File: config.mk
export PLATFORM = sky130hd
export DESIGN_NAME = axi_mem_wr_ctrl_flat
export DESIGN_NICKNAME = d
export VERILOG_FILES = /design/src/rtl/axi_mem_wr_ctrl_if.sv /design/src/rtl/axi_mem_wr_ctrl.sv /design/src/flat_wrapper.sv
export SDC_FILE = /design/constraint.sdc
export NUM_CORES = 2
export LEC_CHECK = 0
export ABC_AREA = 0
export BUFFER_PORTS_ARGS = -buffer_cell sky130_fd_sc_hd__buf_2
export CAP_MARGIN = 40
export CORE_MARGIN = 2
export CORE_UTILIZATION = 40
export CTS_CLUSTER_SIZE = 14
export DETAILED_ROUTE_END_ITERATION = 6
export HOLD_SLACK_MARGIN = 0.08
export PLACE_DENSITY = 0.59
export SYNTH_ARGS = -nofsm -noshare
export SYNTH_HDL_FRONTEND = slang
export SYNTH_SLANG_ARGS = --single-unit
File: constraint.sdc
create_clock -name ACLK -period 4.1 [get_ports ACLK]
set_input_delay 0.205 -clock ACLK [delete_from_list [all_inputs] [get_ports ACLK]]
set_output_delay 0.205 -clock ACLK [all_outputs]
set_load 0.05 [all_outputs]
File: src/rtl/axi_mem_wr_ctrl_if.sv
// AXI3 write-channel bundle (AW, W, B) between the framebuffer write
// master and the DDR interconnect.
interface axi_mem_wr_ctrl_if;

    // Write address channel
    logic [3:0]  AWID;
    logic [31:0] AWADDR;
    logic [3:0]  AWLEN;
    logic [1:0]  AWLOCK;
    logic [2:0]  AWSIZE;
    logic [1:0]  AWBURST;
    logic [3:0]  AWCACHE;
    logic [2:0]  AWPROT;
    logic [3:0]  AWQOS;
    logic        AWVALID;
    logic        AWREADY;

    // Write data channel
    logic [3:0]  WID;
    logic [31:0] WDATA;
    logic [3:0]  WSTRB;
    logic        WLAST;
    logic        WVALID;
    logic        WREADY;

    // Write response channel
    logic [3:0]  BID;
    logic [1:0]  BRESP;
    logic        BVALID;
    logic        BREADY;

    modport master (
        output AWID, AWADDR, AWLEN, AWLOCK, AWSIZE, AWBURST, AWCACHE, AWPROT, AWQOS, AWVALID,
        input  AWREADY,
        output WID, WDATA, WSTRB, WLAST, WVALID,
        input  WREADY,
        input  BID, BRESP, BVALID,
        output BREADY
    );

    modport slave (
        input  AWID, AWADDR, AWLEN, AWLOCK, AWSIZE, AWBURST, AWCACHE, AWPROT, AWQOS, AWVALID,
        output AWREADY,
        input  WID, WDATA, WSTRB, WLAST, WVALID,
        output WREADY,
        output BID, BRESP, BVALID,
        input  BREADY
    );

endinterface

File: src/rtl/axi_mem_wr_ctrl.sv
// axi_mem_wr_ctrl: buffers a 24-bit pixel stream in a fall-through FIFO and
// writes it to the DDR framebuffer as fixed 8-beat INCR bursts of 32-bit
// words, one burst outstanding at a time. The write offset wraps at the end
// of the frame and FrameDone pulses when it does.
module axi_mem_wr_ctrl #(
    parameter logic [31:0] FB_BASE_ADDR = 32'h3000_0000,
    parameter logic [31:0] FB_MAX_ADDR  = 32'd3686400,
    parameter int          FIFO_DP      = 64,
    parameter logic [3:0]  AXI_ID       = 4'h0
) (
    input  logic              ACLK,
    input  logic              ARESETn,
    axi_mem_wr_ctrl_if.master axi,
    input  logic              PixValid,
    output logic              PixReady,
    input  logic [23:0]       PixData,
    output logic              WrErr,
    output logic              FrameDone
);

    localparam int                PTR_W     = $clog2(FIFO_DP);
    localparam int                CNT_W     = PTR_W + 1;
    localparam logic [CNT_W-1:0]  FIFO_FULL = CNT_W'(FIFO_DP);
    localparam logic [CNT_W-1:0]  BURST_WDS = CNT_W'(8);
    localparam logic [31:0]       LAST_OFF  = FB_MAX_ADDR - 32'd32;

    typedef enum logic [3:0] {
        S_IDLE = 4'b0001,
        S_AWSU = 4'b0010,
        S_WDAT = 4'b0100,
        S_BRSP = 4'b1000
    } state_t;

    // Pixel FIFO
    logic [23:0]      fifo_mem [FIFO_DP];
    logic [PTR_W-1:0] wr_ptr;
    logic [PTR_W-1:0] rd_ptr;
    logic [CNT_W-1:0] fifo_cnt;
    logic             push;
    logic             pop;

    // Control state
    state_t      state;
    state_t      state_nxt;
    logic [31:0] wr_off;
    logic [31:0] wr_off_nxt;
    logic [2:0]  beat_cnt;
    logic [2:0]  beat_cnt_nxt;
    logic [31:0] aw_addr_nxt;
    logic        aw_valid_nxt;
    logic        w_valid_nxt;
    logic        b_ready_nxt;
    logic        wr_err_nxt;
    logic        frame_done_nxt;

    logic        aw_hs;
    logic        b_hs;

    // The response ID is not checked; a single burst is ever outstanding.
    logic        unused_bid;
    assign unused_bid = ^axi.BID;

    assign PixReady = (fifo_cnt != FIFO_FULL);
    assign push     = PixValid & PixReady;
    assign pop      = axi.WVALID & axi.WREADY;
    assign aw_hs    = axi.AWVALID & axi.AWREADY;
    assign b_hs     = axi.BVALID & axi.BREADY;

    // Pixel storage; only written on an accepted pixel.
    // NOTE: the storage array has no reset on purpose -- its contents are
    // only read behind a non-zero count, and leaving it unreset lets it map
    // onto plain RAM.
    always_ff @(posedge ACLK) begin
        if (push) begin
            fifo_mem[wr_ptr] <= PixData;
        end
    end

    // FIFO pointers and occupancy; push and pop in one cycle cancel out.
    // NOTE: every register here uses <= so all of them sample the same
    // pre-edge values, independent of statement order.
    always_ff @(posedge ACLK or negedge ARESETn) begin
        if (!ARESETn) begin
            wr_ptr   <= '0;
            rd_ptr   <= '0;
            fifo_cnt <= '0;
        end else begin
            if (push) begin
                wr_ptr <= wr_ptr + PTR_W'(1);
            end
            if (pop) begin
                rd_ptr <= rd_ptr + PTR_W'(1);
            end
            case ({push, pop})
                2'b10:   fifo_cnt <= fifo_cnt + CNT_W'(1);
                2'b01:   fifo_cnt <= fifo_cnt - CNT_W'(1);
                default: fifo_cnt <= fifo_cnt;
            endcase
        end
    end

    // State register.
    always_ff @(posedge ACLK or negedge ARESETn) begin
        if (!ARESETn) begin
            state <= S_IDLE;
        end else begin
            state <= state_nxt;
        end
    end

    // Next-state and next-output logic for the burst sequencer.
    // NOTE: every signal gets its hold/default value first, so no path
    // through the case leaves one unassigned and no latch is inferred.
    always_comb begin
        state_nxt      = state;
        aw_valid_nxt   = axi.AWVALID;
        aw_addr_nxt    = axi.AWADDR;
        w_valid_nxt    = axi.WVALID;
        b_ready_nxt    = axi.BREADY;
        wr_err_nxt     = WrErr;
        wr_off_nxt     = wr_off;
        beat_cnt_nxt   = beat_cnt;
        frame_done_nxt = 1'b0;

        case (state)
            S_IDLE: begin
                // Eight words present means the whole burst is reserved:
                // nothing but this sequencer pops the FIFO.
                if (fifo_cnt >= BURST_WDS) begin
                    aw_valid_nxt = 1'b1;
                    aw_addr_nxt  = FB_BASE_ADDR + wr_off;
                    state_nxt    = S_AWSU;
                end
            end

            S_AWSU: begin
                if (aw_hs) begin
                    aw_valid_nxt = 1'b0;
                    w_valid_nxt  = 1'b1;
                    beat_cnt_nxt = 3'd0;
                    state_nxt    = S_WDAT;
                end
            end

            S_WDAT: begin
                if (pop) begin
                    beat_cnt_nxt = beat_cnt + 3'd1;
                    if (beat_cnt == 3'd7) begin
                        w_valid_nxt = 1'b0;
                        b_ready_nxt = 1'b1;
                        state_nxt   = S_BRSP;
                    end
                end
            end

            S_BRSP: begin
                if (b_hs) begin
                    b_ready_nxt = 1'b0;
                    // Error responses are recorded but the burst is not retried.
                    if (axi.BRESP != 2'b00) begin
                        wr_err_nxt = 1'b1;
                    end
                    if (wr_off < LAST_OFF) begin
                        wr_off_nxt = wr_off + 32'd32;
                    end else begin
                        wr_off_nxt     = 32'd0;
                        frame_done_nxt = 1'b1;
                    end
                    state_nxt = S_IDLE;
                end
            end

            default: begin
                aw_valid_nxt = 1'b0;
                w_valid_nxt  = 1'b0;
                b_ready_nxt  = 1'b0;
                state_nxt    = S_IDLE;
            end
        endcase
    end

    // Registered AXI handshake outputs, frame offset and beat counter.
    always_ff @(posedge ACLK or negedge ARESETn) begin
        if (!ARESETn) begin
            axi.AWVALID <= 1'b0;
            axi.AWADDR  <= 32'd0;
            axi.WVALID  <= 1'b0;
            axi.BREADY  <= 1'b0;
            WrErr       <= 1'b0;
            FrameDone   <= 1'b0;
            wr_off      <= 32'd0;
            beat_cnt    <= 3'd0;
        end else begin
            axi.AWVALID <= aw_valid_nxt;
            axi.AWADDR  <= aw_addr_nxt;
            axi.WVALID  <= w_valid_nxt;
            axi.BREADY  <= b_ready_nxt;
            WrErr       <= wr_err_nxt;
            FrameDone   <= frame_done_nxt;
            wr_off      <= wr_off_nxt;
            beat_cnt    <= beat_cnt_nxt;
        end
    end

    // Fixed burst shape: 8 beats of 4 bytes, incrementing, full strobes.
    assign axi.AWID    = AXI_ID;
    assign axi.AWLEN   = 4'h7;
    assign axi.AWLOCK  = 2'h0;
    assign axi.AWSIZE  = 3'h2;
    assign axi.AWBURST = 2'h1;
    assign axi.AWCACHE = 4'h0;
    assign axi.AWPROT  = 3'h1;
    assign axi.AWQOS   = 4'h0;

    // Write data comes straight from the fall-through FIFO head, so a
    // stalled beat (WREADY low) keeps both WDATA and WLAST unchanged.
    assign axi.WID   = AXI_ID;
    assign axi.WDATA = {8'h00, fifo_mem[rd_ptr]};
    assign axi.WSTRB = 4'hF;
    assign axi.WLAST = (beat_cnt == 3'd7) & axi.WVALID;

endmodule
File: src/flat_wrapper.sv
// flat-port wrapper written by rule: the top's interface ports become plain ports
module axi_mem_wr_ctrl_flat 
#(
    parameter logic [31:0] FB_BASE_ADDR = 32'h3000_0000,
    parameter logic [31:0] FB_MAX_ADDR  = 32'd3686400,
    parameter int          FIFO_DP      = 64,
    parameter logic [3:0]  AXI_ID       = 4'h0
)
  (ACLK, ARESETn, PixValid, PixReady, PixData, WrErr, FrameDone, axi_AWID, axi_AWADDR, axi_AWLEN, axi_AWLOCK, axi_AWSIZE, axi_AWBURST, axi_AWCACHE, axi_AWPROT, axi_AWQOS, axi_AWVALID, axi_AWREADY, axi_WID, axi_WDATA, axi_WSTRB, axi_WLAST, axi_WVALID, axi_WREADY, axi_BID, axi_BRESP, axi_BVALID, axi_BREADY);
  axi_mem_wr_ctrl_if axi_i ();
  input  logic ACLK;
  input  logic ARESETn;
  input  logic PixValid;
  output logic PixReady;
  input  logic [23:0] PixData;
  output logic WrErr;
  output logic FrameDone;
  output wire logic [$bits(axi_i.AWID)-1:0] axi_AWID;
  output wire logic [$bits(axi_i.AWADDR)-1:0] axi_AWADDR;
  output wire logic [$bits(axi_i.AWLEN)-1:0] axi_AWLEN;
  output wire logic [$bits(axi_i.AWLOCK)-1:0] axi_AWLOCK;
  output wire logic [$bits(axi_i.AWSIZE)-1:0] axi_AWSIZE;
  output wire logic [$bits(axi_i.AWBURST)-1:0] axi_AWBURST;
  output wire logic [$bits(axi_i.AWCACHE)-1:0] axi_AWCACHE;
  output wire logic [$bits(axi_i.AWPROT)-1:0] axi_AWPROT;
  output wire logic [$bits(axi_i.AWQOS)-1:0] axi_AWQOS;
  output wire logic [$bits(axi_i.AWVALID)-1:0] axi_AWVALID;
  input wire logic [$bits(axi_i.AWREADY)-1:0] axi_AWREADY;
  output wire logic [$bits(axi_i.WID)-1:0] axi_WID;
  output wire logic [$bits(axi_i.WDATA)-1:0] axi_WDATA;
  output wire logic [$bits(axi_i.WSTRB)-1:0] axi_WSTRB;
  output wire logic [$bits(axi_i.WLAST)-1:0] axi_WLAST;
  output wire logic [$bits(axi_i.WVALID)-1:0] axi_WVALID;
  input wire logic [$bits(axi_i.WREADY)-1:0] axi_WREADY;
  input wire logic [$bits(axi_i.BID)-1:0] axi_BID;
  input wire logic [$bits(axi_i.BRESP)-1:0] axi_BRESP;
  input wire logic [$bits(axi_i.BVALID)-1:0] axi_BVALID;
  output wire logic [$bits(axi_i.BREADY)-1:0] axi_BREADY;
  assign axi_AWID = axi_i.AWID;
  assign axi_AWADDR = axi_i.AWADDR;
  assign axi_AWLEN = axi_i.AWLEN;
  assign axi_AWLOCK = axi_i.AWLOCK;
  assign axi_AWSIZE = axi_i.AWSIZE;
  assign axi_AWBURST = axi_i.AWBURST;
  assign axi_AWCACHE = axi_i.AWCACHE;
  assign axi_AWPROT = axi_i.AWPROT;
  assign axi_AWQOS = axi_i.AWQOS;
  assign axi_AWVALID = axi_i.AWVALID;
  assign axi_i.AWREADY = axi_AWREADY;
  assign axi_WID = axi_i.WID;
  assign axi_WDATA = axi_i.WDATA;
  assign axi_WSTRB = axi_i.WSTRB;
  assign axi_WLAST = axi_i.WLAST;
  assign axi_WVALID = axi_i.WVALID;
  assign axi_i.WREADY = axi_WREADY;
  assign axi_i.BID = axi_BID;
  assign axi_i.BRESP = axi_BRESP;
  assign axi_i.BVALID = axi_BVALID;
  assign axi_BREADY = axi_i.BREADY;
  axi_mem_wr_ctrl #(.FB_BASE_ADDR(FB_BASE_ADDR), .FB_MAX_ADDR(FB_MAX_ADDR), .FIFO_DP(FIFO_DP), .AXI_ID(AXI_ID)) u_core (.ACLK(ACLK), .ARESETn(ARESETn), .axi(axi_i), .PixValid(PixValid), .PixReady(PixReady), .PixData(PixData), .WrErr(WrErr), .FrameDone(FrameDone));
endmodule
==> run_results.csv <==
group,metric,value,unit
outcome,status,"complete, no violations",
pwr,seqPwrFrac,42.0,%
placed_design,hpwlAfterDp,94.9,mm
global_routing,grt_pass1_wl,233,mm
synthesis,syn_avg_cell_area,19.2,µm²
global_routing,globalRouteOverflowTotal,0,
global_routing,grt_pass1_vias,31900,
timing,setup_viol,0,
critical_path,r2r_start,"u_core.fifo_cnt[4]",
pwr,p_int,31600,µW
pwr,power,45700,µW
clocking,clk_pin_slew,0.06,ns
synthesis,ys_seq_elements,1621,
detailed_routing,drc,0,
synthesis,netlist_area,0.0636,mm²
clocking,cts_buffers,164,
critical_path,cp-start-kind,"flop",
synthesis,synth.top_cell.area_share,72.5,%
floorplan,ios,141,
synthesis,synthTopCellsByArea,"edfxtp_1 72%, mux4_2 8.2%, mux2i_1 6.1%",
pwr,p_switching,14100,µW
global_routing,grt_max_degree,72,
pwr,swShare,30.9,%
placed_design,gp_congestion,0.836,
clocking,clock_latency,0.80,ns
placed_design,portBuffers,89,
pwr,power.leakage,0.0244,µW
critical_path,worst-path-max-fanout,31,
timing,period_minus_slack,4.05,ns
floorplan,coreArea,0.158,mm²
synthesis,ys_warn_count,0,
layout,antenna_cells,0,
floorplan,die_h,403,µm
pwr,combPwrFrac,26.5,%
critical_path,rr_endpoint,"u_core.fifo_mem[24][21]",
timing,period_share,98.8,%
critical_path,cp.arrival,3.84,ns
clocking,clockBufferDepth,3,
layout,area_growth,14.9,%
detailed_routing,wl_per_cell,28.3,µm
synthesis,ys_seq_area_share,75.8,%
clocking,h-tree-depth,4,
detailed_routing,drt_first_pass_iters,6,
timing,clock_skew,0.0320,ns
critical_path,worstSetupEndpointType,"output port",
hold_path,hold_class,"in -> reg",
clocking,clock_sinks,1621,
detailed_routing,postRouteAntennaNets,0,
layout,fill_cells,13200,
pwr,powerDensity,626,mW/mm²
floorplan,die_w,403,µm
timing,slew_violations,0,
detailed_routing,drt-total-wl,164,mm
clocking,cts_root_buf,"clkbuf_16",
layout,final_util,46.2,%
detailed_routing,drtIter0Drc,3920,
hold_path,hold_depth,2,
critical_path,rrSetupSlack,0.98,ns
timing,finalHoldViolations,0,
clocking,cts_tree,"done",
critical_path,ff2ff_path_depth,7,
synthesis,yosysUniqueCellTypes,70,
synthesis,synthFlopType,"edfxtp_1",
pwr,ir_drop,0.449,mV
floorplan,initial_utilization,40.2,%
layout,nets,3650,
timing,tightest_slew,0.859,ns
floorplan,num_rows,146,
timing,timing.fmax,0.247,GHz
layout,drive_gt1_share,23.4,%
pwr,clockPowerShare,31.5,%
critical_path,path_class,"reg -> out",
global_routing,globalRouteTotalUtil,20.0,%
synthesis,yosysTopAreaCell,"edfxtp_1",
hold_path,min-delay-start,"PixData[5]",
synthesis,synthArstFlopShare,5.24,%
detailed_routing,routed_via_density,5.63,
synthesis,synthCells,3307,
synthesis,synth_edf_count,1536,
hold_path,whs_endpoint,"u_core.fifo_mem[58][5]",
detailed_routing,vias,32700,
global_routing,antenna_found_initial,12,
timing,relSlewSlack,41.1,%
timing,rsz0062_at_grt,"false",
floorplan,dieArea,0.162,mm²
critical_path,cp.required,3.89,ns
run,cap_viol_max_count,0,
==> cells in the mapped netlist (51+ instances only) <==
cell and number:
a21oi_1 62, buf_4 63, nor2_1 98, edfxtp_1 1536
dfrtp_1 84, buf_2 62, a31oi_1 51, clkbuf_1 88
nand2_1 129, mux4_2 232, o21ai_0 86, mux2i_1 387
a22oi_1 80
==> final cells by class <==
type | instances | area, µm² | share of cell area, %
multi-input cells | 1482 | 14500 | 19.8
repair buffers | 324 | 2580 | 3.53
clock buffers | 207 | 4300 | 5.88
well taps | 2072 | 2590 | 3.55
flip-flops and latches | 1621 | 48300 | 66.0
clock inverters | 92 | 821 | 1.12
inverters | 11 | 41.3 | 0.0565
==> state kept, by name, indices dropped and copies added, names as in the netlist, 3 cells and up <==
signal,cells
u_core.rd_ptr,6
u_core.wr_off,27
u_core.state,4
u_core.wr_ptr,6
u_core.axi.AWADDR,27
u_core.beat_cnt,3
u_core.fifo_mem,1536
u_core.fifo_cnt,7
==> worst max path at each step <==
stage | start | to | slack [ns] | cells after the start
global placement | u_core.rd_ptr[0] | axi_WDATA[7] | 0.65 | 8
detailed placement | u_core.rd_ptr[0] | axi_WDATA[7] | 0.62 | 8
CTS | u_core.rd_ptr[2] | axi_WDATA[14] | -0.009 | 6
finish | u_core.rd_ptr[0] | axi_WDATA[22] | 0.05 | 7
floorplan | u_core.fifo_cnt[1] | u_core.fifo_cnt[4] | 1.17 | 11
global route | u_core.rd_ptr[1] | axi_WDATA[19] | 0.002 | 6
==> layout by cell type (no fill, tap or decap), drive strengths merged, types with 4 or more instances in the layout <==
master       instances
dlygate4sd3         28
o21ai               90
nor2                98
inv                 20
nand2              129
and3b                4
ha                  10
and3                 8
nor3                 8
and2                 7
a31oi               51
nand3b               6
bufinv               9
mux4               232
a221oi              28
a22o                30
nand3               30
mux2                29
nor4                 9
edfxtp            1536
xnor2               19
clkinv              69
conb                47
nor2b                8
or3                  5
clkbuf             207
o211ai              22
or2                  4
xor2                 9
buf                296
a22oi               80
nand4               27
a21oi               62
clkinvlp             5
dfrtp               84
mux2i              387
nand2b               4
==> per-layer routing <==
metal,track usage [%],routed length (µm),vias to the layer above
met5,0,13,-
met4,6.48,4560,2
met3,4.15,13500,217
met2,30.5,74900,1305
met1,28.9,71200,17300
li1,-,-,13900
==> metrics by stage <==
step	setup WS (ns)	setup TNS, ns	area, µm²	instances	hold slack (ns)
after floorplan	1.17	0	63800	3352	-0.0906
after global placement	0.649	0	67500	5466	0.384
after detailed placement	0.622	0	67500	5469	0.0688
after CTS	-0.00854	-0.00854	73000	5806	0.0833
after global routing	0.00150	0	73100	5809	0.108
final	0.0501	0	73100	5809	0.102
==> power by group through the flow <==
stage,Combinational [µW],Clock [µW],Sequential (µW)
after floorplan,8030,0,19400
after global placement,11800,0,19600
after detailed placement,11900,0,19600
after CTS,12100,14600,19200
after global routing,12800,15200,19300
final,12100,14400,19200
==> logic make-up (layout without fill, tap and decap cells) <==
group | after synthesis | count (layout) | share of synthesized area, %
AO/OA/AOI/OAI | 392 | 392 | 4.08
XOR/XNOR | 28 | 28 | 0.385
adder cells (fa/ha/maj) | 10 | 10 | 0.197
buffers and inverters | 249 | 634 | 2.01
flip-flops | 1621 | 1621 | 75.8
multiplexers | 648 | 648 | 14.8
other | 2 | 47 | 0.0118
AND/OR/NAND/NOR | 357 | 357 | 2.67
==> worst max-delay path, cell delays in order, from the launching register on <==
cell and delay (ns):
dfrtp_4 0.46, buf_12 0.13, buf_12 0.26, mux4_2 0.54, mux2i_1 0.69, o21ai_0 0.33, a22o_1 0.35, buf_2 0.25
==> timing repair <==
item / CTS / global route
resized for setup: 2 / 10
endpoints found under the hold margin: 506 / 0
buffers inserted: 10 / 3
endpoints found under the setup margin: 24 / 12
hold buffers: 28 / 0
(Power assumes the default switching activity.)
